## src/rtl/ttt_game_core.sv

```systemverilog
// N x N, K-in-a-row game engine: holds the board, alternates turns, validates
// moves and finds wins/draws with a one-cell-per-cycle line scanner.
module ttt_game_core #(
    parameter int N  = 3,
    parameter int K  = 3,
    parameter int IW = $clog2(N*N),
    parameter int CW = $clog2(N*N+1)
) (
    input  logic             clk,
    input  logic             rst,
    input  logic             new_game,
    input  logic             move_valid,
    input  logic [IW-1:0]    move_idx,
    output logic             move_ready,
    output logic             move_done,
    output logic             move_err,
    output logic [2*N*N-1:0] board,
    output logic             turn_o,
    output logic [1:0]       result,
    output logic [CW-1:0]    move_count
);
    typedef enum logic [1:0] {IDLE = 2'd0, SCAN = 2'd1, FIN = 2'd2} state_t;

    localparam int            CELLS   = N*N;
    localparam logic [CW-1:0] CELLS_C = CW'(N*N);

    state_t             state_r;
    logic [2*N*N-1:0]   board_r;
    logic               turn_r;
    logic [1:0]         result_r;
    logic [CW-1:0]      count_r;
    logic               ready_r;
    logic               done_r;
    logic               err_r;
    logic signed [4:0]  ptr_row_r, ptr_col_r, org_row_r, org_col_r;
    logic [2:0]         dir_r;
    logic [3:0]         run_r;

    logic [1:0]         mover_s;
    int                 req_idx_s, rd_idx_s;
    logic               req_oob_s, req_bad_s;
    logic signed [4:0]  req_row_s, req_col_s;
    logic signed [4:0]  dr_s, dc_s, nr_s, nc_s;
    logic               in_bnd_s, same_s, hit_k_s, scan_end_s;
    int                 nb_idx_s;
    logic [1:0]         fin_result_s;

    // Request decode: legality of the requested cell and its row/column.
    always_comb begin
        mover_s   = turn_r ? 2'b10 : 2'b01;
        req_idx_s = 32'(move_idx);
        req_oob_s = (req_idx_s >= CELLS);
        rd_idx_s  = req_oob_s ? 32'sd0 : req_idx_s;
        req_bad_s = req_oob_s || (board_r[2*rd_idx_s +: 2] != 2'b00) || (result_r != 2'b00);
        req_row_s = 5'(rd_idx_s / N);
        req_col_s = 5'(rd_idx_s % N);
    end

    // Scanner step: neighbour of the pointer in the current direction.
    always_comb begin
        case (dir_r)
            3'd0:    begin dr_s =  5'sd0; dc_s =  5'sd1; end
            3'd1:    begin dr_s =  5'sd0; dc_s = -5'sd1; end
            3'd2:    begin dr_s =  5'sd1; dc_s =  5'sd0; end
            3'd3:    begin dr_s = -5'sd1; dc_s =  5'sd0; end
            3'd4:    begin dr_s =  5'sd1; dc_s =  5'sd1; end
            3'd5:    begin dr_s = -5'sd1; dc_s = -5'sd1; end
            3'd6:    begin dr_s =  5'sd1; dc_s = -5'sd1; end
            3'd7:    begin dr_s = -5'sd1; dc_s =  5'sd1; end
            default: begin dr_s =  5'sd0; dc_s =  5'sd0; end
        endcase
        nr_s       = ptr_row_r + dr_s;
        nc_s       = ptr_col_r + dc_s;
        in_bnd_s   = (nr_s >= 5'sd0) && (int'(nr_s) < N) && (nc_s >= 5'sd0) && (int'(nc_s) < N);
        nb_idx_s   = in_bnd_s ? (int'(nr_s) * N + int'(nc_s)) : 32'sd0;
        same_s     = in_bnd_s && (board_r[2*nb_idx_s +: 2] == mover_s);
        hit_k_s    = same_s && ((run_r + 4'd1) == 4'(K));
        scan_end_s = hit_k_s || (!same_s && (dir_r == 3'd7));
        // Win outranks draw; count_r already includes the stone being scanned.
        if (hit_k_s) begin
            fin_result_s = mover_s;
        end else if (count_r == CELLS_C) begin
            fin_result_s = 2'b11;
        end else begin
            fin_result_s = 2'b00;
        end
    end

    // Game state machine: move acceptance, line scan and result update.
    always_ff @(posedge clk or negedge rst) begin
        if (!rst) begin
            state_r   <= IDLE;
            board_r   <= '0;
            turn_r    <= 1'b0;
            result_r  <= 2'b00;
            count_r   <= '0;
            ready_r   <= 1'b1;
            done_r    <= 1'b0;
            err_r     <= 1'b0;
            ptr_row_r <= 5'sd0;
            ptr_col_r <= 5'sd0;
            org_row_r <= 5'sd0;
            org_col_r <= 5'sd0;
            dir_r     <= 3'd0;
            run_r     <= 4'd0;
        end else if (new_game) begin
            state_r   <= IDLE;
            board_r   <= '0;
            turn_r    <= 1'b0;
            result_r  <= 2'b00;
            count_r   <= '0;
            ready_r   <= 1'b1;
            done_r    <= 1'b0;
            err_r     <= 1'b0;
            ptr_row_r <= 5'sd0;
            ptr_col_r <= 5'sd0;
            org_row_r <= 5'sd0;
            org_col_r <= 5'sd0;
            dir_r     <= 3'd0;
            run_r     <= 4'd0;
        end else begin
            done_r <= 1'b0;
            err_r  <= 1'b0;
            case (state_r)
                IDLE: begin
                    if (move_valid && ready_r) begin
                        if (req_bad_s) begin
                            err_r <= 1'b1;
                        end else begin
                            board_r[2*rd_idx_s +: 2] <= mover_s;
                            count_r   <= count_r + {{(CW-1){1'b0}}, 1'b1};
                            ptr_row_r <= req_row_s;
                            ptr_col_r <= req_col_s;
                            org_row_r <= req_row_s;
                            org_col_r <= req_col_s;
                            dir_r     <= 3'd0;
                            run_r     <= 4'd1;
                            ready_r   <= 1'b0;
                            state_r   <= SCAN;
                        end
                    end
                end
                SCAN: begin
                    if (scan_end_s) begin
                        state_r  <= FIN;
                        done_r   <= 1'b1;
                        result_r <= fin_result_s;
                        if (fin_result_s == 2'b00) begin
                            turn_r <= ~turn_r;
                        end
                    end else if (same_s) begin
                        run_r     <= run_r + 4'd1;
                        ptr_row_r <= nr_s;
                        ptr_col_r <= nc_s;
                    end else begin
                        // Odd direction closes a pair, so the run restarts.
                        dir_r     <= dir_r + 3'd1;
                        ptr_row_r <= org_row_r;
                        ptr_col_r <= org_col_r;
                        if (dir_r[0]) begin
                            run_r <= 4'd1;
                        end
                    end
                end
                FIN: begin
                    state_r <= IDLE;
                    ready_r <= 1'b1;
                end
                default: begin
                    state_r <= IDLE;
                    ready_r <= 1'b1;
                end
            endcase
        end
    end

    assign move_ready = ready_r;
    assign move_done  = done_r;
    assign move_err   = err_r;
    assign board      = board_r;
    assign turn_o     = turn_r;
    assign result     = result_r;
    assign move_count = count_r;

endmodule

```

## config.mk

```make
export PLATFORM = sky130hd
export DESIGN_NAME = ttt_game_core
export DESIGN_NICKNAME = d
export VERILOG_FILES = /design/src/rtl/ttt_game_core.sv
export SDC_FILE = /design/constraint.sdc
export NUM_CORES = 1
export LEC_CHECK = 0
export CAP_MARGIN = 20
export CELL_PAD_IN_SITES_DETAIL_PLACEMENT = 1
export CELL_PAD_IN_SITES_GLOBAL_PLACEMENT = 2
export CORE_MARGIN = 3
export CORE_UTILIZATION = 36
export DETAILED_ROUTE_END_ITERATION = 12
export PLACE_DENSITY_LB_ADDON = 0.1
export REMOVE_ABC_BUFFERS = 1
export SLEW_MARGIN = 25
export SYNTH_ARGS = -nofsm -noshare
export SYNTH_HDL_FRONTEND = slang
export SYNTH_SLANG_ARGS = --single-unit
```

## constraint.sdc

```tcl
create_clock -name clk -period 13.1 [get_ports clk]
set_input_delay 2.62 -clock clk [delete_from_list [all_inputs] [get_ports clk]]
set_output_delay 2.62 -clock clk [all_outputs]
set_load 0.02 [all_outputs]
```

* Word level (Yosys, flattened, before mapping)
Memory sizes are Yosys's and may differ from the RTL's.
Cells that the tools add are included.
** Operators by class
- Add/sub/neg operators :: 7
- Multiply operators :: 1
- Div/mod/pow operators :: 2
- Order comparisons :: 5
- Equal/unequal tests :: 13
- Shift-type cells :: 4
- Multiplexer cells :: 66
- Bitwise logic cells :: 1
- Reduce and logical (&&, ||, !) cells :: 29
** Operators by type and width (count)
- $mux W18 :: 4
- $mux W5 :: 14
- $mux W4 :: 11
- $neg A5 Y33 :: 1
- $shift A2 B33 Y18 const A :: 1
- $shiftx A2 B33 Y18 :: 1
- $div A32 B3 Y32 const B :: 1
- $mod A32 B3 Y32 const B :: 1
- $shiftx A18 B32 Y2 :: 1
- $mux W31 :: 1
- $mux W2 :: 10
- $pmux W5 S2 :: 2
- $bwmux W18 :: 1
- $shiftx A18 B6 Y2 :: 1
- $mux W3 :: 5
- $ne A3 B3 Y1 const B :: 5
- $mux W1 :: 14
- $reduce_bool A2 Y1 :: 7
- $reduce_and A3 Y1 :: 4
- $add A5 B5 Y5 :: 2
- $ge A5 B1 Y1 const B :: 2
- $lt A5 B3 Y1 const B :: 2
- $reduce_and A5 Y1 :: 2
- $add A8 B5 Y9 :: 1
- other kinds (23) :: 34
** Word-level totals
- Flip-flop bits (word level) :: 57
- ROM bits :: 80
- Input port bits :: 8
- Output and inout port bits :: 28
- Word-level logic and storage cells :: 143
- Memories kept :: 1
** Memory list
- (no name shown) :: depth 8, bits a word 10, read ports 1, clocked after memory_dff 0, write ports 0, line 61 : case (dir_r)

* Longest topological paths before layout
Gate-level depths: netlist (run 1).
An unclocked memory read counts as a cell.
- Depth in word-level cells :: 17
- Gate-level depth with buffers :: 23
- Gate-level depth less buffers :: 22

* Worst setup path after synthesis (run 1)
Ideal clock, no wire load.
- Kind :: in2reg
- Start point :: in move_idx[2]
- End point :: reg ptr_col_r[3]
- Setup time :: 125 ps
- Arrival time :: 5465 ps
- Data required time :: 12975 ps
- Path slack :: 7510 ps
- Stages :: 14
- Buffers on the path :: 0
- Cell sequence :: nor2b_1 -> clkinv_1 -> ha_1 -> nor2_1 -> nand3_1 -> xnor2_1 -> ha_1 -> nor2_1 -> nand3_1 -> nand2_1 -> and3b_1 -> o21ai_0 -> a21oi_1 -> mux2_2
** Between the ends
- Word-level cells in the longest chain between the ends :: 8
** Ends and longest elaborated chain
- start: declaration :: line 13 : input logic [IW-1:0] move_idx,
- parallel branches: the longest is 8 deep, another holds $mod A32 B3 Y32
- end signal: assignment :: line 133 : ptr_col_r <= req_col_s;
- end signal: assignment :: line 154 : ptr_col_r <= nc_s;
- end signal: assignment :: line 159 : ptr_col_r <= org_col_r;
- end: declaration :: line 35 : logic signed [4:0] ptr_row_r, ptr_col_r, org_row_r, org_col_r;
Several ways; the timed one is not identified. The select of a mux whose other input is x is not followed.
A chain may end at the register's enable or synchronous reset.

* Worst setup path after layout (run 1)
- Start point :: in move_idx[3]
- End point :: reg board_r[0] (netlist: board[0])
** Between the ends
- Word-level cells in the longest chain between the ends :: 9
** Ends and longest elaborated chain
- $ge A4 B4 Y1 :: line 52 : req_oob_s = (req_idx_s >= CELLS);
- $mux W4 :: line 53 : rd_idx_s = req_oob_s ? 32'sd0 : req_idx_s;
- $neg A5 Y33 :: line 130 : board_r[2*rd_idx_s +: 2] <= mover_s;
- $shiftx A2 B33 Y18 or $shift A2 B33 Y18 (tied branches) :: line 130
- $bwmux W18 :: line 130
- $mux W18 :: line 127 : if (req_bad_s) begin
- $mux W18 :: line 126 : if (move_valid && ready_r) begin
- $mux W18 :: line 124 : case (state_r)
- $mux W18 :: line 106 : end else if (new_game) begin
- end signal: indexed assignment :: line 130
- end: declaration :: line 28 : logic [2*N*N-1:0] board_r;
Several ways; a longest one is shown, not always the timed one. The select of a mux whose other input is x is not followed.

==> flow_summary.json, run 1 <==
{
  "status": "completed",
  "die_x_um": 116.5,
  "place_hpwl_um": 9840,
  "ys_async_sr_fraction_pct": 100.0,
  "cts_resized": 0,
  "ys_types": 60,
  "synthXorXnorAreaFrac_pct": 4.496,
  "use_met3_pct": 3.057,
  "antenna_found_initial": 0,
  "vias_per_cell": 5.473,
  "setup_ws_ps": 6628,
  "final_cell_mix": "nor2_1, dfrtp_1, ha_1",
  "timing.final.max_slew_violations": 0,
  "grt_busiest_layer": "met2",
  "ys_warn_count": 0,
  "ys_ff_latch": 55,
  "synth-edff-count": 0,
  "maxCapViolCount": 0,
  "cts_sinks": 55,
  "dp_slack_ps": 6261,
  "cts_hold_buf": 0,
  "vias": 3612,
  "synth-compound-area-share_pct": 12.04,
  "final_core_util_pct": 43.05,
  "met2_usage_pct": 34.74,
  "synth_top_family_by_area": "simple AND/OR/NAND/NOR gates",
  "fp.dieArea_um2": 13570,
  "start_util_pct": 37.70,
  "period_share_pct": 49.40,
  "fmax_mhz": 154.5,
  "drtIter0Drc": 148,
  "multiInputGateArea_um2": 2803,
  "chipHeight_um": 116.5,
  "netlist_instances": 488,
  "ant_nets": 0,
  "critPathBufInv": 2,
  "power_density_nw_per_um2": 106.5,
  "ys.flop_type": "dfrtp_1",
  "rows": 39,
  "final_common_cell": "nor2_1",
  "firstDrtPassIters": 4,
  "clock_latency_ps": 300,
  "setup_violations": 0,
  "drc_errors": 0,
  "synthAdderAreaFrac_pct": 14.68,
  "cp_common_cell": "nand2_1",
  "rsz0062_at_grt": "no",
  "cts-htree-levels": 2,
  "grt-ovfl-total": 0,
  "path_cells": "clkdlybuf4s50_1 > nor2b_1 > clkinv_1 > mux4_2 > mux2i_1 > o22ai_2 > nand2_1 > nor2_1 > nand2_1 > or4_1 > a21oi_1",
  "nets": 572,
  "cp_slowest_stage_delay_ps": 720,
  "synth.cell_area_um2": 4397,
  "gp_congestion": 0.7948,
  "tightest_slew_ps": 928.4,
  "ff_latch_area_um2": 1378,
  "drt_wl_total_um": 13030,
  "hold_violations": 0,
  "synth_seq_area_share_pct": 31.33,
  "clkTransAtPathRegs_ps": 70,
  "critPathCaptureType": "register",
  "syn_to_final_growth_pct": 14.20,
  "grtUsageMet1_pct": 28.80,
  "irDropWorstVdd_uv": 49.72,
  "cts-root-buf": "clkbuf_16",
  "max-slew-margin-rel_pct": 37.88,
  "drive_gt1_share_pct": 6.770,
  "cp_top_family": "simple AND/OR/NAND/NOR gates",
  "finClkSkew_ps": 5.008,
  "yosys.area_share.simple_pct": 22.11,
  "grt_pass1_wl_um": 21800,
  "avgSynthCellArea_um2": 9.010,
  "critPathRequiredTime_ps": 13320,
  "power_uw": 534.7,
  "setup_tns_ps": 0,
  "cts_buffer_depth": 2,
  "worst_path_max_delay_cell": "nor2_1",
  "io_pins": 36,
  "path_class": "in2reg",
  "arrival_ps": 6700,
  "cp-start-kind": "input pin",
  "path_max_fanout": 14,
  "min_path_type": "reg2reg",
  "diodes": 0,
  "coreArea_um2": 11660,
  "cts_tree": "built",
  "p_leak_uw": 0.002332,
  "first_global_vias": 3829,
  "wl_per_cell_um": 19.74,
  "min_period_ps": 6472,
  "hold-worst-slack_ps": 504.4,
  "grt_max_degree": 56,
  "synth.mux.area_fraction_pct": 10.42,
  "numCtsBuffers": 5,
  "grt_use_total_pct": 20.96,
  "post_cts_buffers": 0,
  "io_buffer_count": 35,
  "fillCellCount": 1358
}
-- state kept, by name, indices dropped and copies added, names as in the netlist, 3 cells and up --
name,flops
move_count,4
org_row_r,3
dir_r,3
board,18
run_r,4
ptr_row_r,5
ptr_col_r,5
org_col_r,5
-- kinds of logic after synthesis --
kind of cell	Yosys count
XOR/XNOR	21
buffers and inverters	54
AO/OA/AOI/OAI	80
AND/OR/NAND/NOR	193
adder cells (fa/ha/maj)	48
multiplexers	37
flip-flops	55
-- layout make-up --
type | instances | share of cell area [%]
clock buffer | 7 | 3.040
clock inverter | 1 | 0.1495
inverter | 37 | 2.766
multi-input combinational | 379 | 55.82
sequential | 55 | 27.44
tap | 143 | 3.563
timing repair buffer | 38 | 7.227
-- routing by layer --
metal  vias up  share of wire (%)  wire length [um]
met5         -                  0                 0
li1       1748                  -                 -
met1      1814                 48              6259
met4         0                1.6               208
met3        11                1.7               224
met2        39                 49              6336
-- where the power goes --
group	leakage, uW	internal (uW)	total, uW	switching [uW]
Clock	0.0000761	81.6	148	66.8
Combinational	0.00150	77.2	203	126
Sequential	0.000754	177	183	6.33
Total	0.00233	335	535	199
-- Yosys cell counts (13+ instances only) --
| master | number | area share (%) |
|---|---|---|
| a21oi_1 | 32 | 3.6 |
| clkbuf_1 | 13 | 1.1 |
| dfrtp_1 | 54 | 31 |
| ha_1 | 42 | 12 |
| inv_1 | 36 | 3.1 |
| mux2i_1 | 21 | 4.8 |
| nand2_1 | 32 | 2.7 |
| nand2b_1 | 16 | 2.3 |
| nand3_1 | 17 | 1.9 |
| nor2_1 | 61 | 5.2 |
| nor3_1 | 13 | 1.5 |
-- final timing paths --
| path | startpoint | end | slack, ps | cells past startpoint |
|---|---|---|---|---|
| max | move_idx[3] | board[0]$_DFFE_PN0P_ | 6630 | 11 |
| max in group asynchronous | rst | ptr_col_r[3]$_DFFE_PN0P_ | 10130 | 2 |
| min reg2reg | ptr_row_r[3]$_DFFE_PN0P_ | ptr_row_r[3]$_DFFE_PN0P_ | 500 | 1 |
| min | ptr_row_r[3]$_DFFE_PN0P_ | ptr_row_r[3]$_DFFE_PN0P_ | 500 | 1 |
| max reg2reg | dir_r[0]$_DFFE_PN0P_ | ptr_col_r[0]$_DFFE_PN0P_ | 6840 | 17 |
| min in group asynchronous | rst | move_done$_DFF_PN0_ | 2470 | 2 |
-- through the flow --
| stage | cell area (um^2) | instances |
|---|---|---|
| after global routing | 5021 | 660 |
| after detailed placement | 4861 | 652 |
| after floorplan | 4319 | 471 |
| after global placement | 4861 | 652 |
| after CTS | 5021 | 660 |
| final | 5021 | 660 |
(Power assumes the default switching activity.)
==> run 2: changes to the inputs <==
clock period = 6.6 ns   (was 13.1 ns; I/O delays follow)
==> flow_summary.json, run 2 (synthesis results as in run 1) <==
{
  "status": "completed",
  "cp_top_family": "adder cells",
  "final_cell_mix": "nor2_1, dfrtp_1, ha_1",
  "final_cells": 662,
  "final_common_cell": "nor2_1",
  "fillCellCount": 1366,
  "die_x_um": 116.5,
  "r2r-end": "ptr_col_r[3]$_DFFE_PN0P_",
  "hold_violations": 0,
  "worst_path_max_delay_cell": "fa_1",
  "setup_tns_ps": 0,
  "io_buffer_count": 35,
  "cp-start-kind": "register",
  "wl_per_cell_um": 19.74,
  "wl_met2_um": 6166,
  "cts_sinks": 55,
  "critPathCaptureType": "register",
  "rsz0062_at_grt": "no",
  "cell_internal_pwr_uw": 694.7,
  "path_max_fanout": 13,
  "cts_resized": 0,
  "largest_reg_flops": 18,
  "timing.rr.start": "dir_r[0]$_DFFE_PN0P_",
  "drtIter0Drc": 148,
  "grt_use_total_pct": 20.74,
  "nets": 574,
  "numCtsBuffers": 5,
  "power_density_nw_per_um2": 214.3,
  "wl_met1_um": 6302,
  "min_period_ps": 5973,
  "start_util_pct": 37.70,
  "firstDrtPassIters": 4,
  "cts-htree-levels": 2,
  "clkTransAtPathRegs_ps": 70,
  "cp_slowest_stage_delay_ps": 700,
  "grt_pass1_wl_um": 21680,
  "critPathBufInv": 2,
  "vias": 3619,
  "seq_power_share_pct": 33.6,
  "period_share_pct": 90.49,
  "holdPathEnd": "ptr_row_r[3]$_DFFE_PN0P_",
  "grt-ovfl-total": 0,
  "path_class": "reg2reg",
  "cts_buffer_depth": 2,
  "syn_to_final_growth_pct": 14.85,
  "clock_latency_ps": 300,
  "grt_max_degree": 56,
  "min_path_type": "reg2reg",
  "power_uw": 1082,
  "fmax_mhz": 167.4,
  "drive_gt1_share_pct": 7.129,
  "p_sw_uw": 387.4,
  "wl_met3_um": 329,
  "whs_path_depth": 1,
  "tightest_slew_ps": 810.8,
  "r2r_cells": 17,
  "timing.final.max_slew_violations": 0,
  "io_pins": 36,
  "rows": 39,
  "placedCellCount": 654,
  "vias_per_cell": 5.467,
  "place_hpwl_um": 9745,
  "critPathRequiredTime_ps": 6790,
  "chipHeight_um": 116.5,
  "max-slew-margin-rel_pct": 44.79,
  "p_comb_share_pct": 36.9,
  "maxCapViolCount": 0,
  "r2r_slack_ps": 630,
  "diodes": 0,
  "post_cts_buffers": 0,
  "arrival_ps": 6160,
  "swShare_pct": 35.80,
  "ant_nets": 0,
  "gp_congestion": 0.8295,
  "fp.dieArea_um2": 13570,
  "p_leak_uw": 0.002353,
  "setup_violations": 0,
  "first_global_vias": 3927,
  "irDropWorstVdd_uv": 107.5,
  "antenna_found_initial": 0,
  "finClkSkew_ps": 6.931,
  "path_cells": "ha_1 > mux2i_1 > inv_1 > ha_1 > xnor2_1 > ha_1 > inv_1 > fa_1 > fa_1 > nor3b_1 > a21oi_1 > a211oi_2 > nor3b_1 > o21bai_1 > nand3_2 > a21oi_2 > mux2_2",
  "drc_errors": 0,
  "worstHoldStart": "ptr_row_r[3]$_DFFE_PN0P_",
  "coreArea_um2": 11660,
  "cts_tree": "built",
  "cp_common_cell": "ha_1",
  "drt_wl_total_um": 13070,
  "maxUsedRoutingLayer": "met4",
  "cts-root-buf": "clkbuf_16",
  "clockPowerShare_pct": 29.4,
  "cts_hold_buf": 0
}
==> run 2: cell type report <==
cell class | count | area, um^2 | area share (%)
sequential | 55 | 1378 | 27.28
multi-input combinational | 379 | 2803 | 55.50
timing repair buffer | 40 | 377.9 | 7.483
clock buffer | 6 | 138.9 | 2.750
clock inverter | 2 | 35.03 | 0.6938
tap | 143 | 178.9 | 3.543
inverter | 37 | 138.9 | 2.750
==> run 2: power groups by stage <==
| stage | Sequential, uW | Clock [uW] | Combinational [uW] |
|---|---|---|---|
| floorplan | 368 | 0 | 287 |
| global placement | 370 | 0 | 390 |
| detailed placement | 371 | 0 | 400 |
| CTS | 364 | 333 | 404 |
| global route | 366 | 347 | 448 |
| finish | 364 | 318 | 400 |
==> run 2: how the worst max path moves through the flow <==
stage                               startpoint                       end  slack, ps  cells after the start
after floorplan           dir_r[0]$_DFFE_PN0P_  ptr_col_r[0]$_DFFE_PN0P_       1390                     17
after global placement    dir_r[0]$_DFFE_PN0P_  ptr_col_r[3]$_DFFE_PN0P_        850                     17
after detailed placement  dir_r[0]$_DFFE_PN0P_  ptr_col_r[3]$_DFFE_PN0P_        640                     17
after CTS                 dir_r[0]$_DFFE_PN0P_  ptr_col_r[3]$_DFFE_PN0P_        600                     17
after global routing      dir_r[0]$_DFFE_PN0P_  ptr_row_r[4]$_DFFE_PN0P_        140                     17
final                     dir_r[0]$_DFFE_PN0P_  ptr_col_r[3]$_DFFE_PN0P_        630                     17
==> run 2: layer usage <==
metal  track usage [%]  vias to the layer above
met5                 0                        -
met4             6.497                        0
met3             2.953                       15
met2             33.68                       51
met1             28.64                     1798
li1                  -                     1755
==> run 2: worst reg2reg max path, cell delays in order (launching register included) <==
cell      delay (ps)
dfrtp_1          460
ha_1             250
mux2i_1          310
inv_1            150
ha_1             340
xnor2_1          310
ha_1             300
inv_1             70
fa_1             450
fa_1             700
nor3b_1          370
a21oi_1          140
a211oi_2         420
nor3b_1          100
o21bai_1         230
nand3_2          200
a21oi_2          650
mux2_2           410
==> run 2: metrics by stage <==
stage	setup slack [ps]	hold WS (ps)	utilization, %	area (um^2)
after global routing	140.9	545.7	43.30	5050
final	627.4	521.9	43.30	5050
after floorplan	1388	460.0	-	4319
after CTS	601.3	527.7	43.30	5050
after global placement	852.8	498.4	41.81	4876
after detailed placement	641.7	513.7	41.81	4876
==> run 3: changes to the inputs <==
GPL_TIMING_DRIVEN = 0   (was unset)
==> flow_summary.json, run 3 (synthesis results as in run 1) <==
{
  "arrival_ps": 6250,
  "io_pins": 36,
  "coreArea_um2": 11660,
  "drt_wl_total_um": 12410,
  "min_path_type": "reg2reg",
  "maxCapViolCount": 0,
  "first_global_vias": 3871,
  "period_share_pct": 91.84,
  "final_common_cell": "nor2_1",
  "vias": 3597,
  "grt-ovfl-total": 0,
  "drive_gt1_share_pct": 6.783,
  "final_core_util_pct": 43.17,
  "cp_common_cell": "ha_1",
  "grt_pass1_wl_um": 20430,
  "setup_tns_ps": 0,
  "seq_power_share_pct": 34.9,
  "clkTransAtPathRegs_ps": 80,
  "nets": 571,
  "chipHeight_um": 116.5,
  "die_x_um": 116.5,
  "status": "completed",
  "rsz0062_at_grt": "no",
  "fmax_mhz": 165.0,
  "cts_resized": 0,
  "cts_hold_buf": 0,
  "hold_violations": 0,
  "whs_path_depth": 1,
  "syn_to_final_growth_pct": 14.51,
  "final_cell_mix": "nor2_1, dfrtp_1, ha_1",
  "path_max_fanout": 26,
  "finClkSkew_ps": 8.527,
  "clockPowerShare_pct": 26.3,
  "irDropWorstVdd_uv": 113.4,
  "max-slew-margin-rel_pct": 46.14,
  "wl_per_cell_um": 18.84,
  "fp.dieArea_um2": 13570,
  "cell_internal_pwr_uw": 645.6,
  "p_leak_uw": 0.002329,
  "path_class": "reg2reg",
  "cts-htree-levels": 2,
  "post_cts_buffers": 0,
  "drc_errors": 0,
  "drtIter0Drc": 141,
  "io_buffer_count": 35,
  "rows": 39,
  "timing.final.max_slew_violations": 0,
  "cp-start-kind": "register",
  "cts-root-buf": "clkbuf_16",
  "swShare_pct": 37.77,
  "setup_violations": 0,
  "p_sw_uw": 391.9,
  "start_util_pct": 37.70,
  "cp_slowest_stage_delay_ps": 730,
  "fillCellCount": 1359,
  "cts_buffer_depth": 2,
  "numCtsBuffers": 5,
  "gp_congestion": 0.7642,
  "vias_per_cell": 5.458,
  "path_cells": "ha_1 > mux2i_1 > inv_1 > ha_1 > xnor2_1 > ha_1 > inv_1 > fa_1 > fa_1 > nor3b_1 > a21oi_1 > a211oi_2 > nand3_1 > mux2i_4 > o21ai_0 > nor2b_1 > mux2_2",
  "min_period_ps": 6061,
  "p_comb_share_pct": 38.8,
  "largest_reg_flops": 18,
  "r2r_cells": 17,
  "antenna_found_initial": 0,
  "grt_max_degree": 39,
  "firstDrtPassIters": 4,
  "clock_latency_ps": 310,
  "worst_path_max_delay_cell": "fa_1",
  "place_hpwl_um": 9482,
  "grt_use_total_pct": 19.38,
  "power_density_nw_per_um2": 206.1,
  "cts_tree": "built",
  "ant_nets": 0,
  "critPathCaptureType": "register",
  "critPathRequiredTime_ps": 6790,
  "tightest_slew_ps": 791.0,
  "cts_sinks": 55,
  "diodes": 0
}
==> run 3: area by class of cell <==
cell class	instances	area [um^2]	share of cell area, %
clock buffer	6	128.9	2.560
inverter	37	138.9	2.758
timing repair buffer	37	382.9	7.604
tap	143	178.9	3.554
clock inverter	2	12.51	0.2485
multi-input combinational	379	2815	55.91
sequential	55	1378	27.36
==> run 3: metrics by stage <==
step	instances	total power [uW]	hold slack, ps	instance area (um^2)	setup slack [ps]
CTS	659	1055	510.5	5025	301.1
floorplan	471	654.7	460.0	4319	1388
global placement	649	763.6	482.0	4848	393.3
finish	659	1038	508.2	5035	538.8
global route	659	1110	525.8	5035	37.97
detailed placement	651	770.9	483.8	4883	339.5
==> run 3: power groups by stage <==
stage	clock [uW]	sequential (uW)	combinational, uW
floorplan	0	368	287
global placement	0	368	395
detailed placement	0	369	402
CTS	288	362	405
global route	297	364	448
finish	273	362	402
==> run 3: path summary, 6_finish.rpt <==
check | start | to | slack, ps
worst min register to register | ptr_col_r[4]$_DFFE_PN0P_ | ptr_col_r[4]$_DFFE_PN0P_ | 510
min in group asynchronous | rst | move_done$_DFF_PN0_ | 950
worst max register to register | dir_r[0]$_DFFE_PN0P_ | ptr_col_r[2]$_DFFE_PN0P_ | 540
worst min-delay path | ptr_col_r[4]$_DFFE_PN0P_ | ptr_col_r[4]$_DFFE_PN0P_ | 510
max in group asynchronous | rst | move_ready$_DFFE_PN1P_ | 5100
worst max-delay path | dir_r[0]$_DFFE_PN0P_ | ptr_col_r[2]$_DFFE_PN0P_ | 540
==> run 3: worst max-delay path: cells and delay by family, from the launching register on <==
family                   cells  cell delay (ps)
AO/OA/AOI/OAI                3              800
XOR/XNOR                     1              340
adder cells (fa/ha/maj)      5             2070
buffers and inverters        2              220
flip-flops                   1              460
multiplexers                 3             1290
AND/OR/NAND/NOR              3              720
==> run 3: per-layer routing <==
metal | wire length [um] | up-vias | GRT usage, % | share of wire, %
li1 | - | 1748 | - | -
met1 | 5852 | 1801 | 24.98 | 47
met2 | 6048 | 38 | 33.91 | 49
met3 | 368 | 10 | 3.109 | 3.0
met4 | 143 | 0 | 4.872 | 1.2
met5 | 0 | - | 0 | 0
